--- src/rtl/safe_pkg.sv ---
// Shared definitions for the safe controller and its lockout supervisor:
// status codes, key bit positions and the lockout state encoding.
package safe_pkg;

  typedef enum logic [2:0] {
    IN_LOCK   = 3'd0,
    IN_CHECK  = 3'd1,
    IN_OPEN   = 3'd2,
    PASS_OK   = 3'd3,
    PASS_FAIL = 3'd4,
    TIMEOUT   = 3'd5,
    CLOSE     = 3'd6
  } data_out_t;

  localparam int NUM_KEYS      = 6;
  localparam int KEY_0_IDX     = 0;
  localparam int KEY_1_IDX     = 1;
  localparam int KEY_2_IDX     = 2;
  localparam int KEY_3_IDX     = 3;
  localparam int KEY_OK_IDX    = 4;
  localparam int KEY_CLEAR_IDX = 5;

  typedef enum logic [1:0] {
    ST_ARMED   = 2'd0,
    ST_LOCKOUT = 2'd1,
    ST_RELEASE = 2'd2
  } lock_state_t;

  // A code entry counts against the user whether it was wrong or abandoned.
  function automatic logic is_fail_evt(input logic [2:0] code);
    return (code == PASS_FAIL) || (code == TIMEOUT);
  endfunction

endpackage

--- src/rtl/safe_lockout_ctrl_key_pulse_gen.sv ---
// Rising-edge detector for raw key levels; emits a registered one-cycle
// pulse per press, suppressed while enable is low.
module key_pulse_gen #(
  parameter int WIDTH = 6
) (
  input  logic             clk_i,
  input  logic             arst_n_i,
  input  logic             enable,
  input  logic [WIDTH-1:0] keys,
  output logic [WIDTH-1:0] pulses
);

  logic [WIDTH-1:0] hist_reg;
  logic [WIDTH-1:0] pulse_reg;
  logic [WIDTH-1:0] pulse_next;

  // History keeps tracking even when disabled, so keys held across a
  // blocked window never produce a late pulse.
  generate
    for (genvar gi = 0; gi < WIDTH; gi++) begin : g_edge
      assign pulse_next[gi] = enable & keys[gi] & ~hist_reg[gi];
    end
  endgenerate

  always_ff @(posedge clk_i or negedge arst_n_i) begin
    if (!arst_n_i) begin
      hist_reg  <= '0;
      pulse_reg <= '0;
    end else begin
      hist_reg  <= keys;
      pulse_reg <= pulse_next;
    end
  end

  assign pulses = pulse_reg;

endmodule

--- src/rtl/safe_lockout_ctrl.sv ---
// Keypad supervisor: forwards key presses as pulses and imposes an
// exponentially growing lockout after repeated failed code entries.
module safe_lockout_ctrl
  import safe_pkg::*;
#(
  parameter int WRONG_ATTEMPTS = 3,
  parameter int LOCKOUT_CYCLES = 1000,
  parameter int MAX_BACKOFF    = 3
) (
  input  logic                                  clk_i,
  input  logic                                  arst_n_i,
  input  logic [5:0]                            keys_i,
  input  logic                                  door_sealed_i,
  input  logic [2:0]                            evt_i,
  input  logic                                  evt_valid_i,
  output logic [5:0]                            keys_o,
  output logic                                  door_sealed_o,
  output logic                                  lockout_o,
  output logic [$clog2(WRONG_ATTEMPTS+1)-1:0]   attempts_o,
  output logic [$clog2(MAX_BACKOFF+1)-1:0]      backoff_o
);

  localparam int AW = $clog2(WRONG_ATTEMPTS + 1);
  localparam int BW = $clog2(MAX_BACKOFF + 1);
  localparam int CW = $clog2((LOCKOUT_CYCLES << MAX_BACKOFF) + 1);

  lock_state_t   state_reg, state_next;
  logic [AW-1:0] attempts_reg, attempts_next;
  logic [BW-1:0] backoff_reg, backoff_next;
  logic [CW-1:0] count_reg, count_next;
  logic [CW-1:0] base_len;
  logic          keys_enable;

  assign base_len = CW'(LOCKOUT_CYCLES);

  always_ff @(posedge clk_i or negedge arst_n_i) begin
    if (!arst_n_i) begin
      state_reg    <= ST_ARMED;
      attempts_reg <= '0;
      backoff_reg  <= '0;
      count_reg    <= '0;
    end else begin
      state_reg    <= state_next;
      attempts_reg <= attempts_next;
      backoff_reg  <= backoff_next;
      count_reg    <= count_next;
    end
  end

  always_comb begin
    state_next    = state_reg;
    attempts_next = attempts_reg;
    backoff_next  = backoff_reg;
    count_next    = count_reg;
    case (state_reg)
      ST_ARMED: begin
        if (evt_valid_i) begin
          if (is_fail_evt(evt_i)) begin
            if (attempts_reg == AW'(WRONG_ATTEMPTS - 1)) begin
              // Duration uses the backoff in force before this lockout.
              state_next    = ST_LOCKOUT;
              attempts_next = '0;
              count_next    = base_len << backoff_reg;
              if (backoff_reg != BW'(MAX_BACKOFF))
                backoff_next = backoff_reg + BW'(1);
            end else begin
              attempts_next = attempts_reg + AW'(1);
            end
          end else if (evt_i == PASS_OK) begin
            attempts_next = '0;
            backoff_next  = '0;
          end
        end
      end
      ST_LOCKOUT: begin
        count_next = count_reg - CW'(1);
        if (count_reg == CW'(1))
          state_next = ST_RELEASE;
      end
      ST_RELEASE: begin
        if (keys_i == '0)
          state_next = ST_ARMED;
      end
      default: state_next = ST_ARMED;
    endcase
  end

  always_comb begin
    keys_enable = (state_reg == ST_ARMED);
    lockout_o   = (state_reg != ST_ARMED);
    attempts_o  = attempts_reg;
    backoff_o   = backoff_reg;
  end

  assign door_sealed_o = door_sealed_i;

  key_pulse_gen #(
    .WIDTH (NUM_KEYS)
  ) u_key_pulse_gen (
    .clk_i    (clk_i),
    .arst_n_i (arst_n_i),
    .enable   (keys_enable),
    .keys     (keys_i),
    .pulses   (keys_o)
  );

endmodule
--- config.mk ---
export PLATFORM = sky130hd
export DESIGN_NAME = safe_lockout_ctrl
export DESIGN_NICKNAME = d
export VERILOG_FILES = /design/src/rtl/safe_pkg.sv /design/src/rtl/safe_lockout_ctrl_key_pulse_gen.sv /design/src/rtl/safe_lockout_ctrl.sv
export SDC_FILE = /design/constraint.sdc
export NUM_CORES = 1
export LEC_CHECK = 0
export ABC_AREA = 1
export CAP_MARGIN = 20
export CORE_MARGIN = 3
export CORE_UTILIZATION = 50
export CTS_BUF_LIST = sky130_fd_sc_hd__clkbuf_2 sky130_fd_sc_hd__clkbuf_4 sky130_fd_sc_hd__clkbuf_8
export DETAILED_ROUTE_END_ITERATION = 7
export MAX_ROUTING_LAYER = met4
export PLACE_DENSITY_LB_ADDON = 0.05
export REMOVE_ABC_BUFFERS = 1
export SKIP_LAST_GASP = 1
export SYNTH_ARGS = -nofsm -noshare
export SYNTH_HDL_FRONTEND = slang
export SYNTH_HIERARCHICAL = 1
export SYNTH_SLANG_ARGS = --single-unit
--- constraint.sdc ---
create_clock -name clk_i -period 3.4 [get_ports clk_i]
set_clock_uncertainty 0.05 [all_clocks]
set_input_delay 0.51 -clock clk_i [delete_from_list [all_inputs] [get_ports clk_i]]
set_output_delay 0.51 -clock clk_i [all_outputs]
set_load 0.1 [all_outputs]
Word-level counts from Yosys, hierarchy flattened
Index checks and enable logic that the tools add are counted.
{"block": "totals", "regBits": 31, "input_bits": 13, "elab_cells": 69, "latchBits": 0, "n_memories": 0, "mem_bits_ro": 0, "output_inout_bits": 12, "mem_bits_rw": 0}
{"block": "classes", "n_div": 0, "bitwise_logic": 18, "shifts": 1, "n_reduce_logical": 10, "multipliers": 0, "add_sub_neg": 3, "eq_ne": 15, "n_lt_le_gt_ge": 0, "mux": 16}
{"op": "two-way mux 13 bit", "n": 3}
{"op": "case mux 13 bit (2 select lines)", "n": 1}
{"op": "two-way mux 2 bit", "n": 11}
{"op": "== test 13 x 1 -> 1 bit, second input constant", "n": 1}
{"op": "left shift 10 x 2 -> 13 bit, first input constant", "n": 1}
{"op": "subtractor 13 x 1 -> 13 bit, second input constant", "n": 1}
{"op": "AND 1 bit", "n": 12}
{"op": "inequality test 2 bit, second input constant", "n": 6}
{"op": "AND reduction 5 bit", "n": 2}
{"op": "== test 3 bit, second input constant", "n": 2}
{"op": "logical NOT 6 bit", "n": 1}
{"op": "inverter 1 bit", "n": 6}
{"op": "case mux 2 bit (3 select lines)", "n": 1}
{"op": "nonzero test 2 bit", "n": 3}
{"op": "adder 2 x 1 -> 2 bit, second input constant", "n": 2}
{"op": "== test 2 bit, second input constant", "n": 2}
{"op": "inequality test 2 x 1 -> 1 bit, second input constant", "n": 2}
{"op": "AND reduction 4 bit", "n": 1}
{"op": "== test 3 x 2 -> 1 bit, second input constant", "n": 1}
{"op": "AND reduction 3 bit", "n": 1}
{"op": "== test 2 x 1 -> 1 bit, second input constant", "n": 1}
{"op": "logical NOT 2 bit", "n": 1}
{"op": "logical OR 1 bit", "n": 1}

Logic depth before layout (Yosys ltp)
Gate-level depths: netlist (run 1).
{"block": "depth", "ltp_word": 5, "mapped_depth": 10, "ltp_nobuf": 10}

Hierarchy
Netlist (run 1), hierarchy kept.
{"mod": "safe_lockout_ctrl", "cells_per_inst": 192, "seq_area_each_um2": 475.5, "instances": 1, "area_each_um2": 1343.8}
{"mod": "key_pulse_gen", "cells_per_inst": 24, "seq_area_each_um2": 300.3, "instances": 1, "area_each_um2": 345.3}

Worst setup path after synthesis (run 1)
OpenSTA, ideal clock, no wires.
{"block": "synth_timing", "path_kind": "reg2reg", "startpoint": "register backoff_reg[0], in the netlist backoff_o[0]", "endpoint": "register count_reg[5]", "arrival_time_ns": 1.779, "setup_ns": 0.127, "period_less_slack_ns": 1.955, "t_required_ns": 3.223, "path_buffers": 0, "path_slack_ns": 1.445, "path_stages_with_launch": 7, "path_cell_list": "dfrtp_1 > inv_1 > ha_1 > nor2_1 > nor2_1 > nor2_1 > a22oi_1"}
{"block": "synth_via", "elab_chain_cells": 5}
{"item": "from (decl)", "line": "safe_lockout_ctrl.sv:29", "source": "logic [BW-1:0] backoff_reg, backoff_next;"}
{"item": "from (signal assigned)", "line": "safe_lockout_ctrl.sv:45", "source": "backoff_reg <= backoff_next;"}
{"item": "left shift 10 x 2 -> 13 bit", "line": "safe_lockout_ctrl.sv:63", "source": "count_next = base_len << backoff_reg;"}
{"item": "two-way mux 13 bit", "line": "safe_lockout_ctrl.sv:59", "source": "if (attempts_reg == AW'(WRONG_ATTEMPTS - 1)) begin"}
{"item": "two-way mux 13 bit", "line": "safe_lockout_ctrl.sv:58", "source": "if (is_fail_evt(evt_i)) begin"}
{"item": "two-way mux 13 bit", "line": "safe_lockout_ctrl.sv:57", "source": "if (evt_valid_i) begin"}
{"item": "case mux 13 bit (2 select lines)", "line": "safe_lockout_ctrl.sv:55", "source": "case (state_reg)"}
{"item": "to (signal assigned)", "line": "safe_lockout_ctrl.sv:46", "source": "count_reg <= count_next;"}
{"item": "to (decl)", "line": "safe_lockout_ctrl.sv:30", "source": "logic [CW-1:0] count_reg, count_next;"}
Every way passes these cells. The select of a mux whose other input is x is not followed.
A chain may end at the register's enable or synchronous reset.

Worst setup path in the final report (run 1)
{"block": "layout_timing", "startpoint": "register state_reg[0]", "endpoint": "output lockout_o"}
{"block": "layout_via", "elab_chain_cells": 1}
{"item": "from (decl)", "line": "safe_lockout_ctrl.sv:27", "source": "lock_state_t state_reg, state_next;"}
{"item": "from (signal assigned)", "line": "safe_lockout_ctrl.sv:43", "source": "state_reg <= state_next;"}
{"item": "nonzero test 2 bit", "line": "safe_lockout_ctrl.sv:90", "source": "lockout_o = (state_reg != ST_ARMED);"}
{"item": "to (decl)", "line": "safe_lockout_ctrl.sv:18", "source": "output logic lockout_o,"}
Every way passes these cells.

==> results of run 1 <==
## cell families after synthesis
family	Yosys count
flops	31
fa+ha+maj	9
buf+inv	36
compound gates	22
simple gates	116
xor+xnor	2
## worst max-delay path, delay by kind of cell, from the launching register on
family | cells | cell delay (ns)
and+or+nand+nor | 1 | 0.36
DFF | 1 | 0.42
buffers and inverters | 2 | 1.08
## worst min path at each step
stage,from,to,slack [ns]
final,u_key_pulse_gen/hist_reg[5],u_key_pulse_gen/pulses[5],0.35
after global routing,u_key_pulse_gen/hist_reg[2],u_key_pulse_gen/pulses[2],0.36
after floorplan,arst_n_i,attempts_o[0],0.16
after global placement,u_key_pulse_gen/hist_reg[3],u_key_pulse_gen/pulses[3],0.33
after CTS,u_key_pulse_gen/hist_reg[2],u_key_pulse_gen/pulses[2],0.35
after detailed placement,u_key_pulse_gen/hist_reg[3],u_key_pulse_gen/pulses[3],0.34
## layout make-up
type                            count  share of cell area [%]
Clock buffer                        6                    2.20
Clock inverter                      2                    2.94
Tap cell                           44                    2.69
Multi-Input combinational cell    149                    37.4
Timing Repair Buffer               23                    11.0
Inverter                           32                    5.87
Sequential cell                    31                    37.9
## through the flow
step / utilization (%) / power, mW / hold WS (ns) / area (sq um) / std cells
after floorplan: - / 0.415 / 0.164 / 1660 / 212
after global placement: 62.0 / 0.446 / 0.331 / 1940 / 279
after detailed placement: 62.0 / 0.447 / 0.337 / 1940 / 279
after CTS: 65.4 / 0.812 / 0.354 / 2050 / 287
after global routing: 65.4 / 0.838 / 0.364 / 2050 / 287
final: 65.4 / 0.804 / 0.350 / 2050 / 287
## metal layers
layer,wire length (microns),up-vias
met2,1530,34
met1,1570,657
met5,0,-
met3,197,5
met4,45,0
li1,-,732
## where the power goes
group | leakage [nW] | switching [mW] | total (mW) | internal, mW
registers | 0.381 | 0.00419 | 0.378 | 0.374
clock network | 0.0559 | 0.128 | 0.365 | 0.237
logic | 0.591 | 0.0399 | 0.0608 | 0.0208
total | 1.03 | 0.172 | 0.804 | 0.632
## placed cells by master (no fill, tap or decap)
cell,netlist,routed
a22oi_1,2,2
inv_1,28,28
inv_2,4,4
xnor2_1,1,1
ha_1,9,9
buf_4,1,2
o21ai_0,8,8
nor2_4,2,2
nand2_2,3,3
o22ai_1,3,3
nand3_1,20,20
nor2_1,32,32
nor3_1,2,2
a21oi_1,4,4
a31oi_1,1,1
xor2_1,1,1
nand4_1,3,3
nor2_2,4,4
nand2_1,49,49
dfrtp_1,31,31
clkbuf_4,0,6
clkdlybuf4s50_1,0,21
bufinv_16,0,2
o21ai_1,3,3
nand2_4,1,1
a21oi_2,1,1
==> out/qor.yml, run 1 <==
cts_sinks: 31
core_sq_um: 3130
worstPathCellList: "nor2_2 > inv_2 > clkdlybuf4s50_1"
worst_ir_drop_vdd_v: 0.000239
crit_type: "flip-flop to output port"
cp_slowest_cell: "clkdlybuf4s50_1"
first_global_vias: 1394
fmax_mhz: 362
status: "completed"
setup_viol: 0
routed_wl_microns: 3340
use_met1_pct: 23.4
start_util_pct: 54.0
start_kind: "flip-flop"
antenna_cells: 0
crit_required_ns: 2.84
fill_cells: 290
drtAntennaViolNets: 0
regToRegEndpoint: "count_reg[6]"
antenna_found_initial: 0
gp_congestion: 0.815
grt_usage_pct: 19.1
hold-path-cell-count: 1
timing.setup.tns_ns: 0
crit_arrival_ns: 2.20
clk_pin_slew_ns: 0.10
ctsResizeCount: 0
min_path_type: "flip-flop to flip-flop"
yosys.area.top_type: "dfrtp_1"
reg2reg_from: "state_reg[1]"
yosysMostFrequentCell: "nand2_1"
drc: 0
cts_root_buffer: "clkbuf_4"
p_leak_nw: 1.03
finalNetCount: 264
final.setup.worst_slack_ns: 0.639
chipWidth_microns: 64.1
placementRows: 20
dp_slack_ns: 1.02
grt_max_degree: 32
slew_headroom_pct: 34.2
largest_register_ffs: 13
grt_use_met3_pct: 6.50
synth_edf_count: 0
die-area_sq_um: 4110
min_period_ns: 2.76
worstSetupEndpointType: "output port"
use_met2_pct: 29.9
cts_buffers: 5
first_pass_iters: 6
drt-wirelength-per-cell_microns: 11.7
synth_cell_types: 25
cts.path.max_buffers: 2
seqCellArea_sq_um: 776
cts_setup_buffers: 0
slew_violations: 0
ys_warn_count: 6
vias_per_cell: 4.98
port_buffers: 22
drt-initial-drc-count: 86
drive_above_1_share_pct: 10.3
crit_path_end: "lockout_o"
multiInputGateArea_sq_um: 764
synth.area.top_cells: "dfrtp_1, nand2_1, nor2_1"
synth-simple-area-share_pct: 30.2
r2r_slack_ns: 1.43
max_cap_violations: 0
crit_path_max_incr_delay_ns: 0.98
fin_crit_sh_pct: 81.2
dp.final_hpwl_microns: 2470
synthMuxAreaShare_pct: 0
yosys_register_bits: 31
hold_buffers: 0
synth_top_family_by_area: "simple AND/OR/NAND/NOR gates"
synth_ff_type: "dfrtp_1"
tightest_slew_ns: 0.984
startpoint: "state_reg[0]"
rsz0062_at_grt: "false"
synth.top_cell.area_share_pct: 45.9
synth_fa_ha_area_share_pct: 6.67
synthXorXnorAreaFrac_pct: 1.04
grt_pass1_wl_microns: 5880
yosys-top-cells-count: "nand2_1, nor2_1, dfrtp_1, inv_1, nand3_1"
cts-htree-levels: 2
die_h_microns: 64.1
cts_tree: "yes"
async_flop_share_pct: 100
r2r_cells: 9
yosysSeqAreaShare_pct: 45.9
powerDensity_nw_per_um2: 393
vias: 1428
path_max_fanout: 9
clk_latency_ns: 0.33
busiest_layer: "met2"
synth_compound_area_share_pct: 7.33
avgSynthCellArea_sq_um: 7.82
grt-ovfl-total: 0
synth_area_sq_um: 1690
area_delta_synth_final_pct: 21.1
synthCells: 216
hold_viol_final: 0
ioPinCount: 25
Note: power is estimated with default switching activity, not from simulation.
==> run 2, diff against run 1 <==
==> constraint.sdc (replaced) <==
create_clock -name clk_i -period 2.8 [get_ports clk_i]
set_clock_uncertainty 0.05 [all_clocks]
set_input_delay 0.42 -clock clk_i [delete_from_list [all_inputs] [get_ports clk_i]]
set_output_delay 0.42 -clock clk_i [all_outputs]
set_load 0.1 [all_outputs]
==> out/qor.yml, run 2 (synthesized netlist as in run 1, its figures left out) <==
fmax_mhz: 508
routed_wl_microns: 3430  # +2.5%
grt_usage_pct: 20.0  # +0.89 points
grt_pass1_wl_microns: 6200  # +5.4%
clk_pin_slew_ns: 0.11  # about the same
reg2reg_from: "state_reg[1]"
crit_arrival_ns: 1.50  # -0.70 ns
cts_root_buffer: "clkbuf_4"
antenna_cells: 0  # unchanged
first_global_vias: 1394  # unchanged
rsz0062_at_grt: "false"
largest_register_ffs: 13  # unchanged
start_kind: "flip-flop"
timing.setup.tns_ns: 0  # unchanged
tightest_slew_ns: 0.473  # -0.512 ns
critPathTopFamily: "flip-flops"
chipWidth_microns: 64.1  # unchanged
drt-initial-drc-count: 95  # +10%
setup_viol: 0  # unchanged
status: "completed"
min_period_ns: 1.97
crit_path_max_incr_delay_ns: 0.42  # -0.56 ns
slew_headroom_pct: 68.5  # +34 points
port_buffers: 22  # unchanged
area_delta_synth_final_pct: 16.8
worstPathCellList: "nor2_2 > inv_2 > buf_4"
first_pass_iters: 5  # -1
drt-wirelength-per-cell_microns: 11.9  # +2.5%
clk_latency_ns: 0.34  # about the same
dp.final_hpwl_microns: 2600  # +5.3%
die-area_sq_um: 4110  # unchanged
final_cell_mix: "nand2_1, nor2_1, dfrtp_1"
start_util_pct: 54.0  # unchanged
crit_type: "flip-flop to output port"
placementRows: 20  # unchanged
antenna_found_initial: 0  # unchanged
slew_violations: 0  # unchanged
hold_start: "u_key_pulse_gen/hist_reg[5]"
grt-ovfl-total: 0  # unchanged
drc: 0  # unchanged
worst_ir_drop_vdd_v: 0.000337  # +41%
path_max_fanout: 9  # unchanged
cp_slowest_cell: "dfrtp_1"
holdWs_ns: 0.349  # -0.00104 ns
cts-htree-levels: 2  # unchanged
p_leak_nw: 1.01  # -1.4%
power_uw: 795  # -1.2%
critPathBufInv: 2  # unchanged
layout_commonest_cell: "nand2_1"
cts_tree: "yes"
worstSetupEndpointType: "output port"
min_path_type: "flip-flop to flip-flop"
vias: 1465  # +2.6%
hold_viol_final: 0  # unchanged
cts_setup_buffers: 0  # unchanged
powerDensity_nw_per_um2: 403  # +2.5%
hold_buffers: 0  # unchanged
ctsResizeCount: 0  # unchanged
vias_per_cell: 5.10  # +2.6%
gp_congestion: 0.909  # +12%
ioPinCount: 25  # unchanged
cts_buffers: 5  # unchanged
grt_max_degree: 32  # unchanged
cts_sinks: 31  # unchanged
finalNetCount: 264  # unchanged
crit_required_ns: 2.33  # -0.51 ns
cts.path.max_buffers: 2  # unchanged
drtAntennaViolNets: 0  # unchanged
core_sq_um: 3130  # unchanged
drive_above_1_share_pct: 14.4  # +4.1 points
max_cap_violations: 0  # unchanged
fin_crit_sh_pct: 70.3
startpoint: "state_reg[0]"
die_h_microns: 64.1  # unchanged
==> run 2: changes by cell type in the layout (fill, tap and decap cells not counted), sizes merged <==
cell and delta:
buf +10, clkdlybuf4s50 -10, bufinv -2, clkinvlp +2
clkbuf -1, clkinv +1
==> run 2: cell type report <==
| class | instances | area, sq um |
|---|---|---|
| Fill cell | 285 | 1150 |
| Sequential cell | 31 | 776 |
| Multi-Input combinational cell | 149 | 764 |
| Timing Repair Buffer | 23 | 200 |
| Inverter | 32 | 120 |
| Tap cell | 44 | 55.1 |
| Clock buffer | 5 | 37.5 |
| Clock inverter | 3 | 20.0 |
==> run 2: worst paths after layout <==
path | endpoint | slack (ns) | cells past startpoint
hold / removal | u_key_pulse_gen/pulses[5] | 0.35 | 1
min in group asynchronous | u_key_pulse_gen/pulses[1] | 0.41 | 2
setup / recovery | lockout_o | 0.83 | 3
max in group asynchronous | count_reg[6] | 2.00 | 2
setup reg to reg | count_reg[6] | 0.87 | 9
hold reg to reg | u_key_pulse_gen/pulses[5] | 0.35 | 1
==> run 2: routing by layer <==
metal  track usage, %  vias up  wire (microns)
met5                -        -               0
met1             24.1      693            1520
met2             32.0       41            1650
met4             6.07        0              28
li1                 -      727               -
met3             6.33        4             221
==> run 2: power by group <==
group          switching [mW]  internal, mW  leakage (nW)
clock network           0.167        0.0957        0.0272
registers             0.00471         0.454         0.381
logic                  0.0483        0.0244         0.605
==> run 2: through the flow <==
step	std cells	utilization, %	instance area [sq um]	worst slack, ns
after detailed placement	279	61.2	1920	0.864
after floorplan	212	-	1660	0.825
final	287	63.1	1970	0.833
after global placement	279	61.2	1920	0.926
after CTS	287	63.1	1970	0.809
after global routing	287	63.1	1970	0.647
